$ cat src/rtl/spi_regfile_peripheral.sv
// SPI mode-0 target: frame = R/W bit, address, data (MSB first); writes commit on ncs rise,
// reads shift the addressed register out on cipo in the same frame. All pins synchronised into clk.
module spi_regfile_peripheral #(
  parameter int NUM_REGS    = 5,
  parameter int DATA_W      = 8,
  parameter int ADDR_W      = 7,
  parameter int SYNC_STAGES = 2
) (
  input  logic                       clk,
  input  logic                       rst_n,
  input  logic                       sclk,
  input  logic                       copi,
  input  logic                       ncs,
  output logic                       cipo,
  output logic                       cipo_oe,
  output logic [NUM_REGS*DATA_W-1:0] regs_out,
  output logic                       wr_strobe,
  output logic [ADDR_W-1:0]          wr_addr,
  output logic                       frame_err
);
  localparam int FRAME_W = 1 + ADDR_W + DATA_W;
  localparam int CNT_W   = $clog2(FRAME_W + 2);
  localparam logic [CNT_W-1:0] CNT_HDR   = CNT_W'(ADDR_W);
  localparam logic [CNT_W-1:0] CNT_DATA0 = CNT_W'(ADDR_W + 1);
  localparam logic [CNT_W-1:0] CNT_FRAME = CNT_W'(FRAME_W);
  localparam logic [CNT_W-1:0] CNT_SAT   = CNT_W'(FRAME_W + 1);

  typedef enum logic [1:0] {IDLE, HDR, DATA, COMMIT} state_t;
  state_t state, state_nxt;

  // {ncs, sclk, copi}; ncs resets high so reset release never fakes an edge
  logic [2:0] sync_q [SYNC_STAGES];
  logic [2:0] hist_q;
  logic [2:0] sync_last;
  logic       sclk_rise, sclk_fall, ncs_fall, ncs_rise;
  logic       copi_s;

  logic [CNT_W-1:0]   cnt;
  logic [FRAME_W-1:0] sh;
  logic [DATA_W-1:0]  out_sh;
  logic               rd_q;
  logic [ADDR_W:0]    hdr_now;
  logic [DATA_W-1:0]  rd_val;
  logic               frm_rw;
  logic [ADDR_W-1:0]  frm_addr;
  logic [DATA_W-1:0]  frm_data;
  logic               frame_start;

  assign sync_last = sync_q[SYNC_STAGES-1];
  assign copi_s    = hist_q[0];

  always_ff @(posedge clk or negedge rst_n) begin
    if (!rst_n) begin
      for (int i = 0; i < SYNC_STAGES; i++) sync_q[i] <= 3'b100;
      hist_q    <= 3'b100;
      sclk_rise <= 1'b0;
      sclk_fall <= 1'b0;
      ncs_fall  <= 1'b0;
      ncs_rise  <= 1'b0;
    end else begin
      sync_q[0] <= {ncs, sclk, copi};
      for (int i = 1; i < SYNC_STAGES; i++) sync_q[i] <= sync_q[i-1];
      hist_q    <= sync_last;
      // sclk activity only counts while the synchronised select is low
      sclk_rise <= sync_last[1] & ~hist_q[1] & ~sync_last[2];
      sclk_fall <= ~sync_last[1] & hist_q[1] & ~sync_last[2];
      ncs_fall  <= ~sync_last[2] & hist_q[2];
      ncs_rise  <= sync_last[2] & ~hist_q[2];
    end
  end

  always_ff @(posedge clk or negedge rst_n) begin
    if (!rst_n) state <= IDLE;
    else        state <= state_nxt;
  end

  always_comb begin
    state_nxt = state;
    case (state)
      IDLE:    if (ncs_fall) state_nxt = HDR;
      HDR:     if (sclk_rise && cnt == CNT_HDR) state_nxt = DATA;
      DATA:    state_nxt = DATA;
      COMMIT:  state_nxt = ncs_fall ? HDR : IDLE;
      default: state_nxt = IDLE;
    endcase
    if (ncs_rise) state_nxt = COMMIT;
  end

  assign hdr_now     = {sh[ADDR_W-1:0], copi_s};
  assign frm_rw      = sh[FRAME_W-1];
  assign frm_addr    = sh[DATA_W +: ADDR_W];
  assign frm_data    = sh[DATA_W-1:0];
  assign frame_start = ncs_fall && (state == IDLE || state == COMMIT);

  // Unimplemented addresses read back as zero
  always_comb begin
    rd_val = '0;
    for (int n = 0; n < NUM_REGS; n++)
      if (hdr_now[ADDR_W-1:0] == ADDR_W'(n)) rd_val = regs_out[n*DATA_W +: DATA_W];
  end

  always_ff @(posedge clk or negedge rst_n) begin
    if (!rst_n) begin
      cnt       <= '0;
      sh        <= '0;
      out_sh    <= '0;
      rd_q      <= 1'b0;
      regs_out  <= '0;
      wr_addr   <= '0;
      wr_strobe <= 1'b0;
      frame_err <= 1'b0;
    end else begin
      wr_strobe <= 1'b0;
      frame_err <= 1'b0;
      if (ncs_rise) begin
        if (cnt == CNT_FRAME) begin
          if (frm_rw) begin
            for (int n = 0; n < NUM_REGS; n++) begin
              if (frm_addr == ADDR_W'(n)) begin
                regs_out[n*DATA_W +: DATA_W] <= frm_data;
                wr_strobe <= 1'b1;
                wr_addr   <= frm_addr;
              end
            end
          end
        end else begin
          frame_err <= 1'b1;
        end
      end else if (frame_start) begin
        cnt    <= '0;
        sh     <= '0;
        out_sh <= '0;
        rd_q   <= 1'b0;
      end else if (sclk_rise && (state == HDR || state == DATA)) begin
        sh <= {sh[FRAME_W-2:0], copi_s};
        if (cnt != CNT_SAT) cnt <= cnt + CNT_W'(1);
        if (state == HDR && cnt == CNT_HDR) begin
          rd_q   <= ~hdr_now[ADDR_W];
          out_sh <= rd_val;
        end
      end else if (sclk_fall && state == DATA && cnt != CNT_DATA0) begin
        // The fall before the first data rise keeps the MSB on the wire
        out_sh <= out_sh << 1;
      end
    end
  end

  assign cipo_oe = (state == DATA) && rd_q;
  assign cipo    = cipo_oe & out_sh[DATA_W-1];

endmodule

$ cat config.mk
export PLATFORM = sky130hd
export DESIGN_NAME = spi_regfile_peripheral
export DESIGN_NICKNAME = d
export VERILOG_FILES = /design/src/rtl/spi_regfile_peripheral.sv
export SDC_FILE = /design/constraint.sdc
export NUM_CORES = 1
export LEC_CHECK = 0
export CAP_MARGIN = 10
export CORE_MARGIN = 2
export CORE_UTILIZATION = 30
export CTS_BUF_LIST = sky130_fd_sc_hd__clkbuf_8
export DETAILED_ROUTE_END_ITERATION = 7
export PLACE_DENSITY = 0.56
export SLEW_MARGIN = 20
export SYNTH_ARGS = -nofsm -noshare
export SYNTH_HDL_FRONTEND = slang
export SYNTH_SLANG_ARGS = --single-unit
$ cat constraint.sdc
create_clock -name clk -period 2.3 [get_ports clk]
set_input_delay 0.46 -clock clk [delete_from_list [all_inputs] [get_ports clk]]
set_output_delay 0.46 -clock clk [all_outputs]
set_load 0.05 [all_outputs]
# Yosys cells after proc, flatten, opt, wreduce, memory -nomap -nowiden
# Index checks and enable logic that the tools add are counted.
word_totals:
  output_inout_bits: 51
  regBits: 94
  input_bits: 5
  wordCells: 117
classes:
  bitwise: 13
  muxes: 37
  n_reduce_logical: 28
  n_addsub: 1
  n_eq_ne: 18
op_table:
  columns: ["cell", "n"]
  rows:
  - ["8-bit 2-to-1 mux", 9]
  - ["7-bit 2-to-1 mux", 5]
  - ["16-bit 2-to-1 mux", 2]
  - ["7-bit by 2-bit equality test with 1-bit output, second input constant", 4]
  - ["4-bit AND reduction", 6]
  - ["5-bit 2-to-1 mux", 3]
  - ["7-bit by 1-bit equality test with 1-bit output, second input constant", 2]
  - ["7-bit by 3-bit equality test with 1-bit output, second input constant", 2]
  - ["7-bit zero test", 2]
  - ["1-bit 2-to-1 mux", 14]
  - ["3-bit AND reduction", 3]
  - ["2-bit case mux with 4 select lines", 1]
  - ["1-bit AND", 7]
  - ["1-bit logical AND", 7]
  - ["2-bit 2-to-1 mux", 3]
  - ["3-bit != test, second input constant", 2]
  - ["1-bit inverter", 6]
  - ["2-bit nonzero test", 3]
  - ["5-bit by 1-bit adder with 5-bit output, second input constant", 1]
  - ["5-bit by 3-bit equality test with 1-bit output, second input constant", 1]
  - ["5-bit equality test, second input constant", 1]
  - ["5-bit by 4-bit != test with 1-bit output, second input constant", 1]
  - ["5-bit != test, second input constant", 1]
  - ["5-bit nonzero test", 1]
  - ["7 further kinds", 10]

# Longest topological paths before layout
depth:
  depth_word: 9
  ltp_mapped: 9

# Worst setup path after synthesis
# Ideal clock, no wire load.
synth_timing:
  path_type: "register to register"
  from: "register state[0]"
  to: "register out_sh[1]"
  synth_period_minus_slack_ns: 2.104
  stages_incl_launch_ff: 8
  slack_ns: 0.196
  t_arrival_ns: 2.035
  cell_sequence: "dfrtp_1 > inv_1 > ha_1 > clkbuf_1 > mux2i_1 > nor2_1 > o22ai_1 > a32o_1"
synth_between:
  elab_chain_len: 5
  elab_cells_between_ends: 16
  classes_between: "eq/ne: 4; mux: 2; reduce/logical: 10"
synth_lines:
  columns: ["element", "line", "text"]
  rows:
  - ["start, declared", "29", "state_t state, state_nxt;"]
  - ["start signal, assigned", "74", "else state <= state_nxt;"]
  - ["2-bit equality test (tied with other cells)", "93", "assign frame_start = ncs_fall && (state == IDLE || state == COMMIT);"]
  - ["1-bit logical OR (tied with other cells)", "93", null]
  - ["1-bit logical AND, on equally long branches", "93, 134, 141", null]
  - ["3-bit by 2-bit != test with 1-bit output (no line) (tied with other cells)", null, null]
  - ["3-bit AND reduction (no line) / 8-bit 2-to-1 mux (equally long branches)", null, null]
  - ["end signal, assigned", "139", "out_sh <= rd_val;"]
  - ["end signal, assigned", "143", "out_sh <= out_sh << 1;"]
  - ["end, declared", "40", "logic [DATA_W-1:0] out_sh;"]
# Several ways; a longest one is shown, not always the timed one.
# A chain may end at the register's enable or synchronous reset.

# Worst setup path after layout
layout_timing:
  from: "register state[0]"
  to: "register cnt[2]"
layout_between:
  elab_chain_len: 5
  elab_cells_between_ends: 12
  classes_between: "eq/ne: 3; mux: 1; reduce/logical: 8"
layout_lines:
  columns: ["element", "line", "text"]
  rows:
  - ["2-bit equality test (tied with other cells)", "93", null]
  - ["1-bit logical OR, on equally long branches", "93, 134", null]
  - ["1-bit logical AND, on equally long branches", "93, 134", null]
  - ["2-bit nonzero test (no line)", null, null]
  - ["3-bit AND reduction (no line)", null, null]
  - ["end signal, assigned", "136", "if (cnt != CNT_SAT) cnt <= cnt + CNT_W'(1);"]
  - ["end, declared", "38", "logic [CNT_W-1:0] cnt;"]
# Several ways; a longest one is shown, not always the timed one.

==> results.sh <==
export IMPL_cts_setup_buffers=0
export IMPL_grt_overflow_total=0
export IMPL_min_path_cells=0
export IMPL_grt_pass1_vias=3220
export IMPL_min_from="sync_q[4]"
export IMPL_clockRootBuffer="clkbuf_8"
export IMPL_cts_made_buffers=9
export IMPL_path_buf_inv=2
export IMPL_synth_edf_count=0
export IMPL_required_ns=2.61
export IMPL_power_mw=4.01
export IMPL_critPathMaxFanout=8
export IMPL_reg2reg_to="cnt[2]"
export IMPL_finalSetupViolCount=0
export IMPL_vias=3125
export IMPL_power_density_mw_per_mm2=754
export IMPL_intPower_mw=2.63
export IMPL_io_pins=56
export IMPL_n_antenna_cell=0
export IMPL_path_cells="inv_1 > ha_1 > mux2i_1 > buf_4 > a211oi_1 > nand3b_1 > a21oi_1"
export IMPL_fmax_mhz=471
export IMPL_synth_top_area_cell="dfrtp_1"
export IMPL_cts_resized=0
export IMPL_tightestPinTransition_ns=0.584
export IMPL_h_tree_depth=3
export IMPL_synthToLayoutAreaGrowth_pct=21.5
export IMPL_postSynth_asyncResetShare_pct=100
export IMPL_dr_first_iter_drc_count=213
export IMPL_grt_first_pass_wirelength_um=17500
export IMPL_clk_pin_slew_ns=0.09
export IMPL_synthFlopType="dfrtp_1"
export IMPL_syn_area_per_cell_sq_um=11.9
export IMPL_grt_max_degree=39
export IMPL_slew_viol_final=0
export IMPL_yosysMostFrequentCell="dfrtp_1"
export IMPL_synth_seq_area_share_pct=53.8
export IMPL_die_y_um=125
export IMPL_finalClockSkew_ns=0.0161
export IMPL_drc=0
export IMPL_syn_num_nets=380
export IMPL_num_rows=44
export IMPL_core_sq_mm=0.0144
export IMPL_tns_ns=0
export IMPL_synthCells=368
export IMPL_clk_latency_ns=0.38
export IMPL_ys_seq_elements=94
export IMPL_clkPwrFrac_pct=26.1
export IMPL_worst_path_max_delay_cell="a211oi_1"
export IMPL_wl_um=10500
export IMPL_combPwrFrac_pct=26.8
export IMPL_synth_top_area_share_pct=52.0
export IMPL_antenna_left=0
export IMPL_max_slew_margin_rel_pct=61.1
export IMPL_place_gp_congestion=0.807
export IMPL_yosys_top_cells_area="dfrtp_1 52%, mux2_2 11%, nand2_1 3.1%, nand2b_1 2.3%, a21oi_1 2.1%"
export IMPL_post_route_min_period_ns=2.12
export IMPL_grt_usage_pct=14.1
export IMPL_cts_sinks=94
export IMPL_min_path_type="register to register"
export IMPL_hpwlAfterDp_um=7550
export IMPL_dr_pass1_iters=4
export IMPL_synth_cell_types=55
export IMPL_cts_tree="done"
export IMPL_die_w_um=125
export IMPL_final_layout_size_suffix_gt1_share_pct=22.3
export IMPL_ys_warn_count=0
export IMPL_slowest_delay_ns=0.50
export IMPL_rrSetupSlack_ns=0.18
export IMPL_hold_ws_ns=0.352
export IMPL_clk_path_buf_depth=2
export IMPL_seqPwrFrac_pct=47.1
export IMPL_nets=447
export IMPL_endpoint_kind="register"
export IMPL_start_kind="register"
export IMPL_worst_ir_drop_vdd_v=0.000371
export IMPL_cap_viol_max_count=0
export IMPL_r2r_start="state[0]"
export IMPL_port_buffers=55
export IMPL_post_drt_via_cell_ratio=5.01
export IMPL_antenna_found_initial=0
export IMPL_post_route_period_util_pct=92.3
export IMPL_hold_path_endpoint="sync_last[1]"
export IMPL_worstPathArrival_ns=2.43
export IMPL_critical_path_class="register to register"
export IMPL_cp_top_family="compound AO/OA/AOI/OAI gates"
export IMPL_mappedNetlistArea_sq_mm=0.00438
export IMPL_swShare_pct=34.4
export IMPL_leakage_nw=2.37
export IMPL_fp_dieArea_sq_mm=0.0156
export IMPL_netSwitchingPower_mw=1.38
export IMPL_hold_violations=0
export IMPL_yosys_top_cells_count="91 x dfrtp_1, 43 x mux2_2, 36 x nand2_1"
export IMPL_rr_worst_depth=7
export IMPL_cts_hold_buf=1
export IMPL_wl_per_cell_um=16.8
export IMPL_rsz0062_at_grt="no"
export IMPL_outcome="complete, no violations"
export IMPL_initial_utilization_pct=30.5
[power groups by stage]
stage	registers [mW]	clock network (mW)	logic, mW
floorplan	1.87	0	0.764
global placement	1.91	0	1.04
detailed placement	1.92	0	1.08
CTS	1.89	1.09	1.08
global route	1.91	1.16	1.20
finish	1.89	1.05	1.07
[worst max-delay path by stage]
| stage | to | start | depth (start not counted) |
|---|---|---|---|
| finish | cnt[2] | state[0] | 7 |
| global route | cnt[2] | state[0] | 7 |
| CTS | regs_out[31] | regs_out[31] | 1 |
| detailed placement | regs_out[19] | cnt[0] | 7 |
| global placement | regs_out[19] | cnt[0] | 7 |
| floorplan | out_sh[1] | state[0] | 7 |
[cell type report]
type / instances / area, sq um
clock inverters: 6 / 43.8
flip-flops and latches: 94 / 2360
well taps: 184 / 230
fillers: 1393 / 9050
multi-input cells: 240 / 1790
inverters: 15 / 56.3
clock buffers: 10 / 138
repair buffers: 75 / 708
[metal layers]
layer	track usage (%)	wire length, um	part of all wire, %	vias up
met4	5.68	178	1.7	0
met1	19.6	4850	46	1589
met5	0	0	0	-
met3	2.75	532	5.1	13
li1	-	-	-	1450
met2	21.8	4920	47	73
[kinds of logic after synthesis]
logic type	synth area share, %
XOR/XNOR	0.400
buffers and inverters	5.35
adder cells (fa/ha/maj)	2.00
AO/OA/AOI/OAI	11.2
flip-flops	53.8
multiplexers	11.8
AND/OR/NAND/NOR	15.5
[metrics by stage]
| stage | instance area (sq um) | std cells | util (%) | setup WS, ns |
|---|---|---|---|---|
| 2_1_floorplan | 4380 | 368 | - | 0.196 |
| 3_3_place_gp | 5130 | 607 | 35.7 | 0.246 |
| 3_5_place_dp | 5130 | 607 | 35.7 | 0.193 |
| 4_1_cts | 5320 | 624 | 37.0 | 0.147 |
| 5_1_grt | 5320 | 624 | 37.0 | 0.0726 |
| 6_report | 5320 | 624 | 37.0 | 0.176 |
[registers in the layout, summed over array words and instances, names as in the netlist, 3 cells and up]
name / count
sh: 16
sync_q: 3
wr_addr: 7
sync_last: 3
regs_out: 40
out_sh: 8
hist_q: 3
cnt: 5
[cells in the final DEF, fill, tap and decap left out, drive strengths merged, types with 3 or more instances in the layout]
cell	count
a32o	7
o211ai	4
clkbuf	10
o22ai	5
dfrtp	91
clkdlybuf4s50	52
ha	7
a31o	3
and2	9
nor3	8
nand3b	4
nand2b	16
a221o	3
nor2	10
o221ai	4
inv	17
nor3b	3
clkinv	3
o21ai	11
nor2b	4
nand2	37
nand3	11
buf	22
mux2i	3
a21oi	18
a221oi	3
mux2	43
dfstp	3
No activity file was read; power rests on OpenSTA's default activity.
